File: src/rtl/fp_div_seq_if.sv
// Handshake/data bundle between a requester and fp_div_seq.
// Latency/backpressure are owned by the divider: in_start is sampled only while out_stall=0.
// Ports: in_start, in_numA, in_numB (requester -> divider); out_stall, out_valid, out_result, out_flags (divider -> requester).
interface fp_div_seq_if #(
  parameter int EXP_W = 8,
  parameter int MAN_W = 23
);
  localparam int W = 1 + EXP_W + MAN_W;

  logic         in_start;
  logic [W-1:0] in_numA;
  logic [W-1:0] in_numB;
  logic         out_stall;
  logic         out_valid;
  logic [W-1:0] out_result;
  logic [4:0]   out_flags;

  modport master (
    output in_start, in_numA, in_numB,
    input  out_stall, out_valid, out_result, out_flags
  );

  modport slave (
    input  in_start, in_numA, in_numB,
    output out_stall, out_valid, out_result, out_flags
  );
endinterface

File: src/rtl/fp_div_seq.sv
// Sequential floating-point divider: restoring bit-serial mantissa divide, RNE rounding, exception flags.
// Latency MAN_W+5 edges for normal operands, 1 edge for special operands; one result per MAN_W+6 / 1 cycles.
// Backpressure: out_stall high while busy, in_start ignored then (no queueing); out_valid is a one-cycle pulse.
// Ports: in_Clk, in_Rst_N (async active-low), bus (slave side of fp_div_seq_if).
//   out_flags = {invalid, divzero, overflow, underflow, inexact}; out_result/out_flags held until next out_valid.
module fp_div_seq #(
  parameter int EXP_W = 8,
  parameter int MAN_W = 23
) (
  input  logic          in_Clk,
  input  logic          in_Rst_N,
  fp_div_seq_if.slave   bus
);
  localparam int W  = 1 + EXP_W + MAN_W;
  localparam int M  = MAN_W + 1;           // mantissa with hidden bit
  localparam int RW = M + 1;               // remainder (dividend may be pre-shifted by one)
  localparam int QW = MAN_W + 3;           // integer bit + fraction + guard + round
  localparam int EW = EXP_W + 2;           // signed working exponent
  localparam int CW = $clog2(QW + 1);
  localparam logic signed [EW-1:0] BIAS = EW'((1 << (EXP_W - 1)) - 1);
  localparam logic signed [EW-1:0] EMAX = EW'((1 << EXP_W) - 1);
  localparam logic [CW-1:0] CNT_LAST = CW'(QW - 1);

  typedef enum logic [2:0] {IDLE, PREP, DIV, ROUND, DONE} state_t;

  state_t                state, state_nx;
  logic                  stall_q;
  logic                  sign_q;
  logic [EXP_W-1:0]      ea_q, eb_q;
  logic [MAN_W-1:0]      fa_q, fb_q;
  logic signed [EW-1:0]  exp_q;
  logic [RW-1:0]         rem_q;
  logic [M-1:0]          div_q;
  logic [QW-1:0]         quo_q;
  logic [CW-1:0]         cnt_q;
  logic [W-1:0]          result_q;
  logic [4:0]            flags_q;

  // ---------------- operand classification (on the live inputs) ----------------
  logic                  a_sign, b_sign, sign_in;
  logic [EXP_W-1:0]      a_exp, b_exp;
  logic [MAN_W-1:0]      a_frac, b_frac;
  logic                  a_zero, b_zero, a_inf, b_inf, a_nan, b_nan;

  assign a_sign  = bus.in_numA[W-1];
  assign b_sign  = bus.in_numB[W-1];
  assign a_exp   = bus.in_numA[W-2:MAN_W];
  assign b_exp   = bus.in_numB[W-2:MAN_W];
  assign a_frac  = bus.in_numA[MAN_W-1:0];
  assign b_frac  = bus.in_numB[MAN_W-1:0];
  assign sign_in = a_sign ^ b_sign;

  // exp==0 covers both true zero and subnormals (flushed to zero)
  assign a_zero = (a_exp == '0);
  assign b_zero = (b_exp == '0);
  assign a_inf  = (a_exp == '1) && (a_frac == '0);
  assign b_inf  = (b_exp == '1) && (b_frac == '0);
  assign a_nan  = (a_exp == '1) && (a_frac != '0);
  assign b_nan  = (b_exp == '1) && (b_frac != '0);

  logic         spec_hit;
  logic [W-1:0] spec_res;
  logic [4:0]   spec_flags;

  always_comb begin
    spec_hit   = 1'b1;
    spec_res   = '0;
    spec_flags = '0;
    if (a_nan || b_nan) begin
      spec_res = {1'b0, {EXP_W{1'b1}}, 1'b1, {(MAN_W-1){1'b0}}};
    end else if ((a_zero && b_zero) || (a_inf && b_inf)) begin
      spec_res   = {1'b0, {EXP_W{1'b1}}, 1'b1, {(MAN_W-1){1'b0}}};
      spec_flags = 5'b10000;
    end else if (b_zero && !a_zero && !a_inf) begin
      spec_res   = {sign_in, {EXP_W{1'b1}}, {MAN_W{1'b0}}};
      spec_flags = 5'b01000;
    end else if (a_inf) begin
      spec_res = {sign_in, {EXP_W{1'b1}}, {MAN_W{1'b0}}};
    end else if (b_inf || a_zero) begin
      spec_res = {sign_in, {(W-1){1'b0}}};
    end else begin
      spec_hit = 1'b0;
    end
  end

  // ---------------- FSM next state ----------------
  logic load_op;

  always_comb begin
    state_nx = state;
    load_op  = 1'b0;
    case (state)
      IDLE, DONE: begin
        state_nx = IDLE;
        if (bus.in_start) begin
          load_op  = 1'b1;
          state_nx = spec_hit ? DONE : PREP;
        end
      end
      PREP:    state_nx = DIV;
      DIV:     if (cnt_q == CNT_LAST) state_nx = ROUND;
      ROUND:   state_nx = DONE;
      default: state_nx = IDLE;
    endcase
  end

  // ---------------- PREP: exponent difference and mantissa alignment ----------------
  logic [M-1:0]         ma, mb;
  logic signed [EW-1:0] e_prep;
  logic [RW-1:0]        rem_init;

  always_comb begin
    ma       = {1'b1, fa_q};
    mb       = {1'b1, fb_q};
    e_prep   = signed'({2'b00, ea_q}) - signed'({2'b00, eb_q}) + BIAS;
    rem_init = {1'b0, ma};
    // Pre-shift so the quotient always lands in [1,2): integer bit is 1
    if (ma < mb) begin
      rem_init = {ma, 1'b0};
      e_prep   = e_prep - EW'(1);
    end
  end

  // ---------------- DIV: one restoring step ----------------
  logic          q_bit;
  logic [RW-1:0] rem_diff, rem_step;

  always_comb begin
    q_bit    = (rem_q >= {1'b0, div_q});
    rem_diff = q_bit ? (rem_q - {1'b0, div_q}) : rem_q;
    // rem_diff < divisor < 2^M, so dropping the top bit on shift is lossless
    rem_step = {rem_diff[RW-2:0], 1'b0};
  end

  // ---------------- ROUND: RNE, range check, pack ----------------
  logic                 guard, rnd, sticky, lsb, inc, inexact, carry;
  logic [M:0]           mant_r;
  logic signed [EW-1:0] e_r;
  logic [W-1:0]         rnd_res;
  logic [4:0]           rnd_flags;

  always_comb begin
    guard   = quo_q[1];
    rnd     = quo_q[0];
    lsb     = quo_q[2];
    sticky  = (rem_q != '0);
    inc     = guard & (rnd | sticky | lsb);
    inexact = guard | rnd | sticky;
    mant_r  = {1'b0, quo_q[QW-1:2]} + {{M{1'b0}}, inc};
    carry   = mant_r[M];
    // On carry-out the low M bits are already all zero, so the fraction needs no fix-up
    e_r     = carry ? (exp_q + EW'(1)) : exp_q;
    if (e_r >= EMAX) begin
      rnd_res   = {sign_q, {EXP_W{1'b1}}, {MAN_W{1'b0}}};
      rnd_flags = 5'b00101;
    end else if (e_r[EW-1] || (e_r == '0)) begin
      rnd_res   = {sign_q, {(W-1){1'b0}}};
      rnd_flags = 5'b00011;
    end else begin
      rnd_res   = {sign_q, e_r[EXP_W-1:0], mant_r[MAN_W-1:0]};
      rnd_flags = {4'b0000, inexact};
    end
  end

  // ---------------- state and datapath registers ----------------
  always_ff @(posedge in_Clk or negedge in_Rst_N) begin
    if (!in_Rst_N) begin
      state    <= IDLE;
      stall_q  <= 1'b0;
      sign_q   <= 1'b0;
      ea_q     <= '0;
      eb_q     <= '0;
      fa_q     <= '0;
      fb_q     <= '0;
      exp_q    <= '0;
      rem_q    <= '0;
      div_q    <= '0;
      quo_q    <= '0;
      cnt_q    <= '0;
      result_q <= '0;
      flags_q  <= '0;
    end else begin
      state   <= state_nx;
      stall_q <= (state_nx == PREP) || (state_nx == DIV) || (state_nx == ROUND);
      if (load_op) begin
        sign_q <= sign_in;
        ea_q   <= a_exp;
        eb_q   <= b_exp;
        fa_q   <= a_frac;
        fb_q   <= b_frac;
      end
      case (state)
        PREP: begin
          exp_q <= e_prep;
          rem_q <= rem_init;
          div_q <= mb;
          quo_q <= '0;
          cnt_q <= '0;
        end
        DIV: begin
          rem_q <= rem_step;
          quo_q <= {quo_q[QW-2:0], q_bit};
          cnt_q <= cnt_q + CW'(1);
        end
        default: ;
      endcase
      // Outputs only move on the edge that enters DONE; load_op there means a special result
      if (state_nx == DONE) begin
        result_q <= load_op ? spec_res   : rnd_res;
        flags_q  <= load_op ? spec_flags : rnd_flags;
      end
    end
  end

  assign bus.out_stall  = stall_q;
  assign bus.out_valid  = (state == DONE);
  assign bus.out_result = result_q;
  assign bus.out_flags  = flags_q;
endmodule

File: src/flat_wrapper.sv
// flat-port wrapper written by rule: the top's interface ports become plain ports
module fp_div_seq_flat 
#(
  parameter int EXP_W = 8,
  parameter int MAN_W = 23
)
  (in_Clk, in_Rst_N, bus_in_start, bus_in_numA, bus_in_numB, bus_out_stall, bus_out_valid, bus_out_result, bus_out_flags);
  fp_div_seq_if #(.EXP_W(EXP_W), .MAN_W(MAN_W)) bus_i ();
  input  logic in_Clk;
  input  logic in_Rst_N;
  input wire logic [$bits(bus_i.in_start)-1:0] bus_in_start;
  input wire logic [$bits(bus_i.in_numA)-1:0] bus_in_numA;
  input wire logic [$bits(bus_i.in_numB)-1:0] bus_in_numB;
  output wire logic [$bits(bus_i.out_stall)-1:0] bus_out_stall;
  output wire logic [$bits(bus_i.out_valid)-1:0] bus_out_valid;
  output wire logic [$bits(bus_i.out_result)-1:0] bus_out_result;
  output wire logic [$bits(bus_i.out_flags)-1:0] bus_out_flags;
  assign bus_i.in_start = bus_in_start;
  assign bus_i.in_numA = bus_in_numA;
  assign bus_i.in_numB = bus_in_numB;
  assign bus_out_stall = bus_i.out_stall;
  assign bus_out_valid = bus_i.out_valid;
  assign bus_out_result = bus_i.out_result;
  assign bus_out_flags = bus_i.out_flags;
  fp_div_seq #(.EXP_W(EXP_W), .MAN_W(MAN_W)) u_core (.in_Clk(in_Clk), .in_Rst_N(in_Rst_N), .bus(bus_i));
endmodule
File: config.mk
export PLATFORM = sky130hd
export DESIGN_NAME = fp_div_seq_flat
export DESIGN_NICKNAME = d
export VERILOG_FILES = /design/src/rtl/fp_div_seq_if.sv /design/src/rtl/fp_div_seq.sv /design/src/flat_wrapper.sv
export SDC_FILE = /design/constraint.sdc
export NUM_CORES = 1
export LEC_CHECK = 0
export ABC_AREA = 1
export ABC_CLOCK_PERIOD_IN_PS = 6600
export CAP_MARGIN = 20
export CORE_MARGIN = 1
export CORE_UTILIZATION = 51
export DETAILED_ROUTE_END_ITERATION = 7
export GPL_TIMING_DRIVEN = 0
export PLACE_DENSITY_LB_ADDON = 0.25
export SLEW_MARGIN = 20
export SYNTH_ARGS = -nofsm -noshare
export SYNTH_HDL_FRONTEND = slang
export SYNTH_SLANG_ARGS = --single-unit
File: constraint.sdc
create_clock -name in_Clk -period 6.6 [get_ports in_Clk]
set_clock_uncertainty 0.2 [all_clocks]
set_input_delay 0.66 -clock in_Clk [delete_from_list [all_inputs] [get_ports in_Clk]]
set_output_delay 0.66 -clock in_Clk [all_outputs]
set_load 0.02 [all_outputs]
-- Word level (Yosys, flattened, before mapping)
Index checks and enable logic that the tools add are counted.
- add/sub/neg operators: 7
- eq/ne operators: 11
- multiplexer cells: 32
- bitwise logic cells: 6
- reductions and logical operators: 27
- magnitude comparators: 3
- operator list (cell ; count):
    two-way mux 32 bit ; 6
    two-way mux 31 bit ; 2
    one-hot mux 26 bit (2 select lines) ; 1
    one-hot mux 25 bit (2 select lines) ; 1
    logical NOT 23 bit ; 2
    nonzero test 23 bit ; 2
    adder 24 x 1 -> 25 bit ; 1
    >= comparator 25 x 24 -> 1 bit ; 1
    two-way mux 25 bit ; 1
    nonzero test 25 bit ; 1
    less-than comparator 24 bit ; 1
    two-way mux 24 bit ; 1
    subtractor 24 bit ; 1
    two-way mux 10 bit ; 2
    two-way mux 5 bit ; 4
    equality test 8 bit, second input constant ; 2
    logical NOT 8 bit ; 2
    equality test 3 x 2 -> 1 bit, second input constant ; 4
    one-hot mux 3 bit (4 select lines) ; 1
    adder 10 x 2 -> 10 bit, second input constant ; 1
    adder 10 x 8 -> 10 bit, second input constant ; 1
    >= comparator 10 x 9 -> 1 bit, second input constant ; 1
    logical NOT 10 bit ; 1
    one-hot mux 5 bit (2 select lines) ; 1
    other kinds (19) ; 45
- flip-flop bits (word level): 194
- word-level logic and storage cells: 100
- input bits: 67
- output and inout port bits: 39

-- Longest topological paths before layout
Gate-level depths: netlist (run 1).
- depth in word-level cells: 14
- mapped depth: 20
- depth with buffers taken out: 20

-- Worst setup path after synthesis (run 1)
OpenSTA, ideal clock, no wires.
- path kind: register -> register
- start point: reg u_core.ea_q[0]
- end point: reg u_core.exp_q[7]
- required time: 6269 ps
- setup slack: 3888 ps
- stages on the path, launching flop included: 18
- arrival time: 2381 ps
- setup time: 131 ps
- path buffers: 0
- clock period less this slack: 2712 ps
- cell sequence: dfrtp_1 inv_1 ha_1 inv_1 fa_1 inv_1 ha_1 and2_1 nor2_1 nand3_1 nor2_1 nand2_1 nor2_1 nand2_1 nor2_1 nand2_1 nand3_1 o21ai_0
- cells in the longest elaborated chain, start to end: 4
- ends and longest elaborated chain (element ; RTL line ; text):
    start: declaration ; fp_div_seq.sv:29 ; logic [EXP_W-1:0] ea_q, eb_q;
    start signal: assignment ; fp_div_seq.sv:187 ; ea_q <= a_exp;
    subtractor 8 x 8 -> 9 bit * ; fp_div_seq.sv:115 ; e_prep = signed'({2'b00, ea_q}) - signed'({2'b00, eb_q}) + BIAS;
    adder 10 x 8 -> 10 bit * ; fp_div_seq.sv:115 ;
    subtractor 10 x 2 -> 10 bit ; fp_div_seq.sv:120 ; e_prep = e_prep - EW'(1);
    two-way mux 10 bit * ; fp_div_seq.sv:118 ; if (ma < mb) begin
    end signal: assignment ; fp_div_seq.sv:194 ; exp_q <= e_prep;
    end: declaration ; fp_div_seq.sv:31 ; logic signed [EW-1:0] exp_q;
Every way passes the cells marked *; elsewhere a longest branch is shown, timed or not.
A chain may end at the register's enable or synchronous reset.

-- Worst setup path in the final report (run 1)
- start point: reg u_core.rem_q[2]
- end point: reg u_core.rem_q[24]
- cells in the longest elaborated chain, start to end: 3
- elaborated cells between the ends (all ways): 4
- those cells by class: add/sub: 1; order compare: 1; mux: 2
- ends and longest elaborated chain (element ; RTL line ; text):
    start: declaration ; fp_div_seq.sv:32 ; logic [RW-1:0] rem_q;
    start signal: assignment ; fp_div_seq.sv:195 ; rem_q <= rem_init;
    start signal: assignment ; fp_div_seq.sv:201 ; rem_q <= rem_step;
    subtractor 24 bit / >= comparator 25 x 24 -> 1 bit (equally long branches) ; fp_div_seq.sv:130, fp_div_seq.sv:129 ;
    two-way mux 24 bit * ; fp_div_seq.sv:130 ; rem_diff = q_bit ? (rem_q - {1'b0, div_q}) : rem_q;
    one-hot mux 25 bit (2 select lines) * ; fp_div_seq.sv:192 ; case (state)
Marked as above.

==> results.yml, run 1 <==
clock_tree:
  cts_tree: "done"
  cts-resized-gates: 0
  numCtsBuffers: 17
  post-cts-setup-buffer-count: 0
  hold_buffers: 0
  cts-htree-levels: 4
  cts_buffer_depth: 2
  clock_latency_ns: 0.44
  clk_pin_slew_ns: 0.08
  clkSinkCount: 194
  clockRootBuffer: "clkbuf_16"
critical_path:
  startpoint_type: "flip-flop"
  crit_fanout: 10
  reg2reg_from: "u_core.rem_q[2]$_DFFE_PN0P_"
  critPathMaxStageDelay_ns: 0.43
  cp.depth: 13
  path_cells: "ha_1 -> nand2_1 -> o21ai_1 -> nand2_1 -> nand2_1 -> nand2_1 -> nand2_1 -> nand4_2 -> nand3_2 -> buf_2 -> nand3_1 -> nand2_1 -> a21oi_1"
  path_delay_family: "simple AND/OR/NAND/NOR gates"
  crit_top_cell: "nand2_1"
  path_class: "flip-flop to flip-flop"
  worst-r2r-cell-count: 13
  crit_buf_inv: 1
  endpoint_kind: "flip-flop"
  startpoint: "u_core.rem_q[2]$_DFFE_PN0P_"
  cp_slowest_cell: "dfrtp_1"
  crit_end: "u_core.rem_q[24]$_DFFE_PN0P_"
  timing.rr.end: "u_core.rem_q[24]$_DFFE_PN0P_"
  rrSetupSlack_ns: 3.43
  crit_arrival_ns: 3.30
  required_ns: 6.72
floorplanning:
  die_w_um: 157
  coreArea_um2: 23600
  rows: 56
  start_util: 0.522
  die-area_um2: 24800
  die_h_um: 157
  ios: 106
yosys:
  synth_top_area_cell: "dfrtp_1"
  ys.flop_type: "dfrtp_1"
  synth_cell_types: 45
  yosys.cell_count.top_type: "nand2_1"
  synth_cells: 1720
  synth_edf_count: 0
  seq_area_frac_synth: 0.394
  synth.ff_latch_count: 194
  yosys-top-cells-count: "nand2_1, inv_1, dfrtp_1, o21ai_0, nand3_1"
  synth_top_area_share: 0.394
  async_reset_ff_frac: 1.00
  synth.cell_area_um2: 12300
  yosys-top-cells-area: "dfrtp_1, nand2_1, inv_1"
  synth_fp_nets: 1849
  synth_area_per_cell_um2: 7.16
  yosysWarnings: 0
global_route:
  antenna_found_initial: 1
  overflow: 0
  grt_first_pass_wirelength_mm: 55.1
  grt_max_degree: 102
  grt_pass1_vias: 11319
  grtUsageTotal: 0.281
pwr:
  p_per_area_nw_per_um2: 519
  ir_drop_mv: 0.204
  leakage_nw: 7.05
timing:
  setup_viol: 0
  finalHoldViolCount: 0
  holdWs_ns: 0.0245
  post-route-min-period_ns: 3.17
  worstMarginPinSlew_ns: 0.818
  grt_setup_unrepaired: "false"
  finalCritPeriodShare: 0.481
  relSlewSlack: 0.451
  max_freq_mhz: 315
  final_max_slew_viol_count: 0
route:
  ant_nets: 0
  drtIter0Drc: 805
  first_pass_iters: 5
  num_vias: 11831
  finalWirelength_mm: 33.2
  avgRoutedWirePerCell_um: 15.3
  drc: 0
  vias_per_cell: 5.43
finish:
  fill_cells: 2167
  post-route-util: 0.609
  syn_to_final_growth_pct: 16.7
  drive_gt1_frac: 0.0425
  nNetsFinal: 1974
  diodes: 0
worst_hold_path:
  hold_class: "input pin to async pin"
run_status:
  status: "finished, final reports clean"
run:
  drv_cap: 0
placement:
  io_buffer_count: 105
  gp_congestion: 0.919
  place_hpwl_mm: 25.7
==> area by class of cell <==
cell class | count | area (um^2) | area share
clock buffers | 17 | 425 | 0.0296
well taps | 319 | 399 | 0.0278
multi-input cells | 1214 | 6260 | 0.436
repair buffers | 106 | 1080 | 0.0754
clock inverters | 15 | 144 | 0.0100
plain buffers | 53 | 226 | 0.0158
flip-flops and latches | 194 | 4850 | 0.338
inverters | 259 | 972 | 0.0677
==> flip-flops by register name, summed over array words and instances (netlist names) <==
name                   cells
u_core.rem_q              25
u_core.fa_q               23
u_core.sign_q              1
u_core.ea_q                8
u_core.bus.out_flags       5
u_core.state               3
u_core.bus.out_stall       1
u_core.fb_q               23
u_core.quo_q              26
u_core.eb_q                8
u_core.bus.out_result     32
u_core.cnt_q               5
u_core.exp_q              10
u_core.div_q              24
==> per-layer routing <==
layer | track usage | up-vias | routed length [um]
li1 | - | 5856 | -
met1 | 0.389 | 5484 | 15300
met2 | 0.453 | 439 | 15100
met3 | 0.0407 | 50 | 2120
met4 | 0.0874 | 2 | 721
met5 | 0 | - | 13
==> stage by stage <==
stage	cell area, um^2	setup slack, ns	setup TNS (ns)	instances	total power, mW
global route	14400	3.16	0	2177	8.16
floorplan	12300	3.89	0	1720	5.14
detailed placement	13800	3.16	0	2145	6.36
global placement	13800	-3.32	-641.02	2144	6.26
CTS	14400	3.48	0	2177	7.41
finish	14400	3.43	0	2177	7.46
==> cells by family after synthesis <==
group / share of synthesized area
AOI/OAI and AO/OA: 0.125
DFF: 0.394
buffers and inverters: 0.0973
adders and majority gates: 0.0642
and+or+nand+nor: 0.296
xor gates and xnor gates: 0.0235
==> cell usage in the layout, fill, tap and decap left out, types with 60 or more instances in the layout <==
cell type	count
ha_1	60
nand4_1	66
nand2_1	477
clkdlybuf4s50_1	104
a21oi_1	71
o21ai_0	155
dfrtp_1	194
nand3_1	122
nor2_1	119
inv_1	256
==> worst min-delay path by stage <==
stage | start | end | slack [ns] | cells after the start
2_1_floorplan | in_Rst_N | u_core.bus.out_flags[0]$_DFFE_PN0N_ | 0.16 | 0
3_3_place_gp | u_core.sign_q$_DFFE_PN0P_ | u_core.sign_q$_DFFE_PN0P_ | 0.25 | 2
3_5_place_dp | u_core.sign_q$_DFFE_PN0P_ | u_core.sign_q$_DFFE_PN0P_ | 0.26 | 2
4_1_cts | in_Rst_N | u_core.rem_q[9]$_DFFE_PN0P_ | 0.07 | 1
5_1_grt | in_Rst_N | u_core.rem_q[9]$_DFFE_PN0P_ | 0.1 | 1
6_report | in_Rst_N | u_core.rem_q[9]$_DFFE_PN0P_ | 0.02 | 1
==> power by group <==
| group | switching (mW) | total (mW) | leakage (nW) | internal, mW |
|---|---|---|---|---|
| clock | 0.514 | 1.02 | 0.281 | 0.502 |
| sequential | 0.400 | 2.03 | 2.47 | 1.63 |
| combinational | 2.87 | 4.41 | 4.30 | 1.55 |
==> worst register-to-register path: stages (launching register included) <==
cell and delay [ns]:
dfrtp_1 0.43, ha_1 0.37, nand2_1 0.07, o21ai_1 0.38, nand2_1 0.09, nand2_1 0.21
nand2_1 0.08, nand2_1 0.15, nand4_2 0.19, nand3_2 0.26, buf_2 0.32, nand3_1 0.16
nand2_1 0.11, a21oi_1 0.06
Power figures use the tool's default switching activity.
==> run 2: changes to the inputs <==
ABC_CLOCK_PERIOD_IN_PS = 2800   (was 6600)
clock period = 2.8 ns   (was 6.6 ns; I/O delays follow)
==> run 2 against run 1 <==
The run now ends with negative setup slack left. Worst hold slack improved by 0.18 ns. Cell area up 3.0%. Worst setup slack lost 3.5 ns. Critical path depth rose by 2. Core utilization is 1.9 points higher. Critical endpoint is now u_core.exp_q[6]$_DFFE_PN0P_.
==> results.yml, run 2 (synthesis results as in run 1) <==
run_status:
  status: "finished with violations"
  violations: "negative setup slack"
route:
  wl_met2_mm: 15.8
  drtIter0Drc: 853
  ant_nets: 0
  finalWirelength_mm: 34.1
  top_layer_used: "met5"
  num_vias: 11967
  avgRoutedWirePerCell_um: 15.5
  wl_met1_mm: 15.8
  vias_per_cell: 5.44
  drc: 0
  wl_met3_mm: 1.84
  first_pass_iters: 5
critical_path:
  reg2reg_from: "u_core.ea_q[0]$_DFFE_PN0P_"
  crit_arrival_ns: 3.00
  crit_fanout: 3
  endpoint_kind: "flip-flop"
  rrSetupSlack_ns: -0.09
  timing.rr.end: "u_core.exp_q[6]$_DFFE_PN0P_"
  path_class: "flip-flop to flip-flop"
  startpoint_type: "flip-flop"
  worst-r2r-cell-count: 15
  required_ns: 2.91
global_route:
  overflow: 0
  grt_max_degree: 102
  antenna_found_initial: 1
  grt_first_pass_wirelength_mm: 55.6
  grt_pass1_vias: 11372
  grtUsageTotal: 0.284
timing:
  worst_slack_ns: -0.0876
  max_freq_mhz: 346
  holdWs_ns: 0.201
  finalHoldViolCount: 0
  relSlewSlack: 0.448
  final_max_slew_viol_count: 0
  post-route-min-period_ns: 2.89
  tns_ns: -0.144
  grt_setup_unrepaired: "true"
  finalCritPeriodShare: 1.03
  setup_viol: 2
  worstMarginPinSlew_ns: 0.821
clock_tree:
  cts-htree-levels: 4
  cts_buffer_depth: 2
  clkSinkCount: 194
  clock_latency_ns: 0.45
  clk_pin_slew_ns: 0.08
  clockRootBuffer: "clkbuf_16"
  cts_tree: "done"
  numCtsBuffers: 17
finish:
  final_common_cell: "nand2_1"
  nNetsFinal: 1997
  postLayoutCellArea_um2: 14800
  diodes: 0
  largest_reg_flops: 32
  final_cells: 2200
  mostFrequentLayoutCells: "nand2_1, inv_1, dfrtp_1, o21ai_0, nand3_1"
  fill_cells: 2112
  drive_gt1_frac: 0.0792
  syn_to_final_growth_pct: 20.2
floorplanning:
  start_util: 0.522
  die-area_um2: 24800
  rows: 56
  die_w_um: 157
  ios: 106
  die_h_um: 157
  coreArea_um2: 23600
placement:
  io_buffer_count: 105
  place_hpwl_mm: 25.7
  gp_congestion: 0.919
  dpl-instance-area_um2: 13800
  dpl.cell_count: 2145
worst_hold_path:
  min_to: "u_core.fa_q[5]$_DFFE_PN0P_"
  holdCritStartpoint: "bus_in_numA[5]"
  holdPathStages: 3
  hold_class: "input pin to flip-flop"
pwr:
  leakage_nw: 7.20
  total_power_mw: 19.0
  ir_drop_mv: 0.605
  p_per_area_nw_per_um2: 1280
run:
  drv_cap: 0
==> run 2: cell types whose count changed in the layout (fill, tap and decap cells not counted), moves of 6 or more <==
cell,delta
buf_4,+24
o21ai_1,+6
o21ai_0,-7
nand2_1,-7
ha_1,-6
clkbuf_1,-6
nor2_1,-10
==> run 2: worst max-delay path: stages (launching register included) <==
cell	delay [ns]
dfrtp_1	0.38
inv_2	0.09
ha_4	0.15
inv_4	0.04
fa_2	0.52
inv_2	0.05
ha_4	0.16
and2_4	0.17
nor2_4	0.13
nand4_1	0.20
nor2_1	0.20
nand2_1	0.10
nor2_2	0.15
nand2_1	0.07
nand3_1	0.09
o21ai_1	0.07
==> run 2: final cells by class <==
cell class	count	area [um^2]	share of cell area
clock buffers	17	425	0.0287
well taps	319	399	0.0270
flip-flops and latches	194	4850	0.328
inverters	259	980	0.0662
multi-input cells	1214	6490	0.438
repair buffers	130	1270	0.0855
clock inverters	15	144	0.00972
plain buffers	52	246	0.0166
==> run 2: worst max-delay path by stage <==
stage | from | endpoint | slack (ns) | depth (start not counted)
global route | u_core.ea_q[0]$_DFFE_PN0P_ | u_core.exp_q[6]$_DFFE_PN0P_ | -0.18 | 15
CTS | u_core.ea_q[0]$_DFFE_PN0P_ | u_core.exp_q[7]$_DFFE_PN0P_ | 0.002 | 17
detailed placement | u_core.rem_q[2]$_DFFE_PN0P_ | u_core.rem_q[10]$_DFFE_PN0P_ | -0.29 | 13
finish | u_core.ea_q[0]$_DFFE_PN0P_ | u_core.exp_q[6]$_DFFE_PN0P_ | -0.09 | 15
floorplan | u_core.ea_q[0]$_DFFE_PN0P_ | u_core.exp_q[7]$_DFFE_PN0P_ | 0.09 | 17
global placement | in_Rst_N | u_core.bus.out_result[11]$_DFFE_PN0N_ | -6.74 | 1
==> run 2: what timing repair did <==
action	4_1_cts	5_1_grt
setup endpoints to repair	61	65
hold buffers	1	0
buffers inserted	7	16
endpoints found under the hold margin	93	0
resized for setup	27	55
pin swaps	6	22
==> run 2: through the flow <==
step	utilization	setup slack, ns
after floorplan	-	0.0879
after global placement	0.583	-6.74
after detailed placement	0.584	-0.295
after CTS	0.615	0.00244
after global routing	0.627	-0.175
final	0.627	-0.0876
==> run 2: power breakdown <==
group / switching (mW) / total, mW / internal [mW]
clock: 1.21 / 2.39 / 1.18
combinational: 7.36 / 11.8 / 4.43
sequential: 0.959 / 4.80 / 3.84
total: 9.53 / 19.0 / 9.46
==> run 2: per-layer routing <==
layer	track usage	up-vias
li1	-	5891
met1	0.392	5609
met2	0.462	411
met3	0.0383	54
met4	0.0837	2
met5	0	-
==> run 3: changes to the inputs <==
ABC_CLOCK_PERIOD_IN_PS = default   (was 2800)
PLACE_DENSITY = 0.75   (was default)
PLACE_DENSITY_LB_ADDON = default   (was 0.25)
==> run 3 against run 2 <==
The flow now finishes without violations. Critical path depth did not move. Clock-buffer cell count is 2 higher. Wire length up 1.3%. First-iteration DRC count grew 17%. Sequential share of layout area down 0.26 points. Cell count unchanged. Combinational power about the same. Critical path type unchanged. Core utilization increased by 0.49 points. Sequential power about the same. Global-route usage grew 0.18 points. Die area did not move.
==> results.yml, run 3 (synthesis results as in run 1) <==
placement:
  io_buffer_count: 105
  gp_congestion: 0.916
  place_hpwl_mm: 26.2
  dpl-instance-area_um2: 13800
critical_path:
  worst-r2r-cell-count: 15
  crit_fanout: 3
  rrSetupSlack_ns: 0.007
  endpoint_kind: "flip-flop"
  required_ns: 2.96
  startpoint_type: "flip-flop"
  crit_arrival_ns: 2.95
  path_class: "flip-flop to flip-flop"
route:
  num_vias: 12000
  first_pass_iters: 6
  drtIter0Drc: 1001
  vias_per_cell: 5.45
  ant_nets: 0
  finalWirelength_mm: 34.5
  avgRoutedWirePerCell_um: 15.7
  drc: 0
floorplanning:
  rows: 56
  start_util: 0.522
  die-area_um2: 24800
  ios: 106
  die_h_um: 157
  coreArea_um2: 23600
  die_w_um: 157
timing:
  finalHoldViolCount: 0
  post-route-min-period_ns: 2.79
  final_max_slew_viol_count: 0
  relSlewSlack: 0.579
  worstMarginPinSlew_ns: 0.632
  finalCritPeriodShare: 0.998
  max_freq_mhz: 358
  grt_setup_unrepaired: "true"
  setup_viol: 0
  holdWs_ns: 0.157
global_route:
  grt_max_degree: 77
  grtUsageTotal: 0.285
  grt_first_pass_wirelength_mm: 55.4
  overflow: 0
  antenna_found_initial: 0
  grt_pass1_vias: 11255
finish:
  diodes: 0
  final_common_cell: "nand2_1"
  mostFrequentLayoutCells: "nand2_1, inv_1, dfrtp_1, o21ai_0, nand3_1"
  postLayoutCellArea_um2: 14900
  largest_reg_flops: 32
  nNetsFinal: 1997
  drive_gt1_frac: 0.0819
  post-route-util: 0.632
  syn_to_final_growth_pct: 21.2
  fill_cells: 2115
clock_tree:
  clock_latency_ns: 0.44
  clk_pin_slew_ns: 0.08
  numCtsBuffers: 17
  cts-htree-levels: 4
  clkSinkCount: 194
  cts_buffer_depth: 2
  clockRootBuffer: "clkbuf_16"
  cts_tree: "done"
pwr:
  leakage_nw: 7.24
  p_int_mw: 9.71
  switching_share: 0.495
  p_per_area_nw_per_um2: 1290
  seqPwrFrac: 0.250
  switchingPower_mw: 9.52
  combPwrFrac: 0.613
  clkPwrFrac: 0.138
  ir_drop_mv: 0.648
run:
  drv_cap: 0
worst_hold_path:
  hold_class: "input pin to async pin"
run_status:
  status: "finished, final reports clean"
==> run 3: cell types whose count changed in the layout (fill, tap and decap cells not counted), moves of 3 or more <==
cell	before	now
nand2_1	470	466
ha_2	3	0
ha_1	54	57
nand2_2	12	16
buf_4	26	20
bufinv_16	0	3
==> run 3: worst max-delay path, stage by stage, from the launching register on <==
cell and delay [ns]:
dfrtp_1 0.38, inv_2 0.07, ha_4 0.13, inv_4 0.03
fa_2 0.52, inv_2 0.05, ha_4 0.15, and2_4 0.17
nor2_4 0.12, nand3_4 0.10, nor2_4 0.14, nand2_2 0.07
buf_4 0.13, o21ai_0 0.22, nand3_1 0.13, o21ai_0 0.10
==> run 3: area by class of cell <==
| cell class | instances | area (um^2) | area share |
|---|---|---|---|
| Clock buffer | 19 | 443 | 0.0297 |
| Sequential cell | 194 | 4850 | 0.325 |
| Multi-Input combinational cell | 1214 | 6490 | 0.435 |
| Buffer | 53 | 268 | 0.0179 |
| Timing Repair Buffer | 129 | 1290 | 0.0868 |
| Inverter | 259 | 980 | 0.0656 |
| Tap cell | 319 | 399 | 0.0267 |
| Clock inverter | 13 | 193 | 0.0129 |
==> run 3: final timing paths <==
check | from | to
setup / recovery | u_core.ea_q[0]$_DFFE_PN0P_ | u_core.exp_q[5]$_DFFE_PN0P_
hold reg to reg | u_core.bus.out_result[18]$_DFFE_PN0N_ | u_core.bus.out_result[18]$_DFFE_PN0N_
setup reg to reg | u_core.ea_q[0]$_DFFE_PN0P_ | u_core.exp_q[5]$_DFFE_PN0P_
max in group asynchronous | in_Rst_N | u_core.bus.out_result[23]$_DFFE_PN0N_
min in group in_Clk | bus_in_numB[8] | u_core.fb_q[8]$_DFFE_PN0P_
hold / removal | in_Rst_N | u_core.rem_q[9]$_DFFE_PN0P_
==> run 3: power by group through the flow <==
stage | Clock [mW] | Combinational [mW] | Sequential [mW]
after floorplan | 0 | 7.49 | 4.63
after detailed placement | 0 | 10.2 | 4.80
after CTS | 2.67 | 10.7 | 4.77
after global placement | 0 | 9.99 | 4.78
final | 2.65 | 11.8 | 4.80
after global routing | 2.76 | 13.2 | 4.91
==> run 3: routing by layer <==
layer / global-route usage / routed length [um] / vias up
met3: 0.0311 / 1850 / 57
li1: - / - / 5894
met2: 0.456 / 15800 / 402
met4: 0.0934 / 806 / 0
met5: 0 / 0 / -
met1: 0.403 / 16100 / 5647
==> run 3: stage by stage <==
stage	setup TNS [ns]	worst slack (ns)	cells	total power [mW]
floorplan	0	0.0879	1720	12.1
global placement	-1318.89	-6.77	2144	14.8
detailed placement	-12.84	-0.345	2146	15.0
CTS	0	0.000143	2183	18.2
global route	-0.306	-0.0833	2200	20.8
finish	0	0.00698	2200	19.2
==> run 3: what timing repair did <==
item                       in CTS  in global routing
pin swaps                       8                 27
hold buffers                    1                  0
setup buffers                   4                 17
setup endpoints to repair      58                 68
gates resized for setup        34                 64
hold endpoints to repair       64                  0
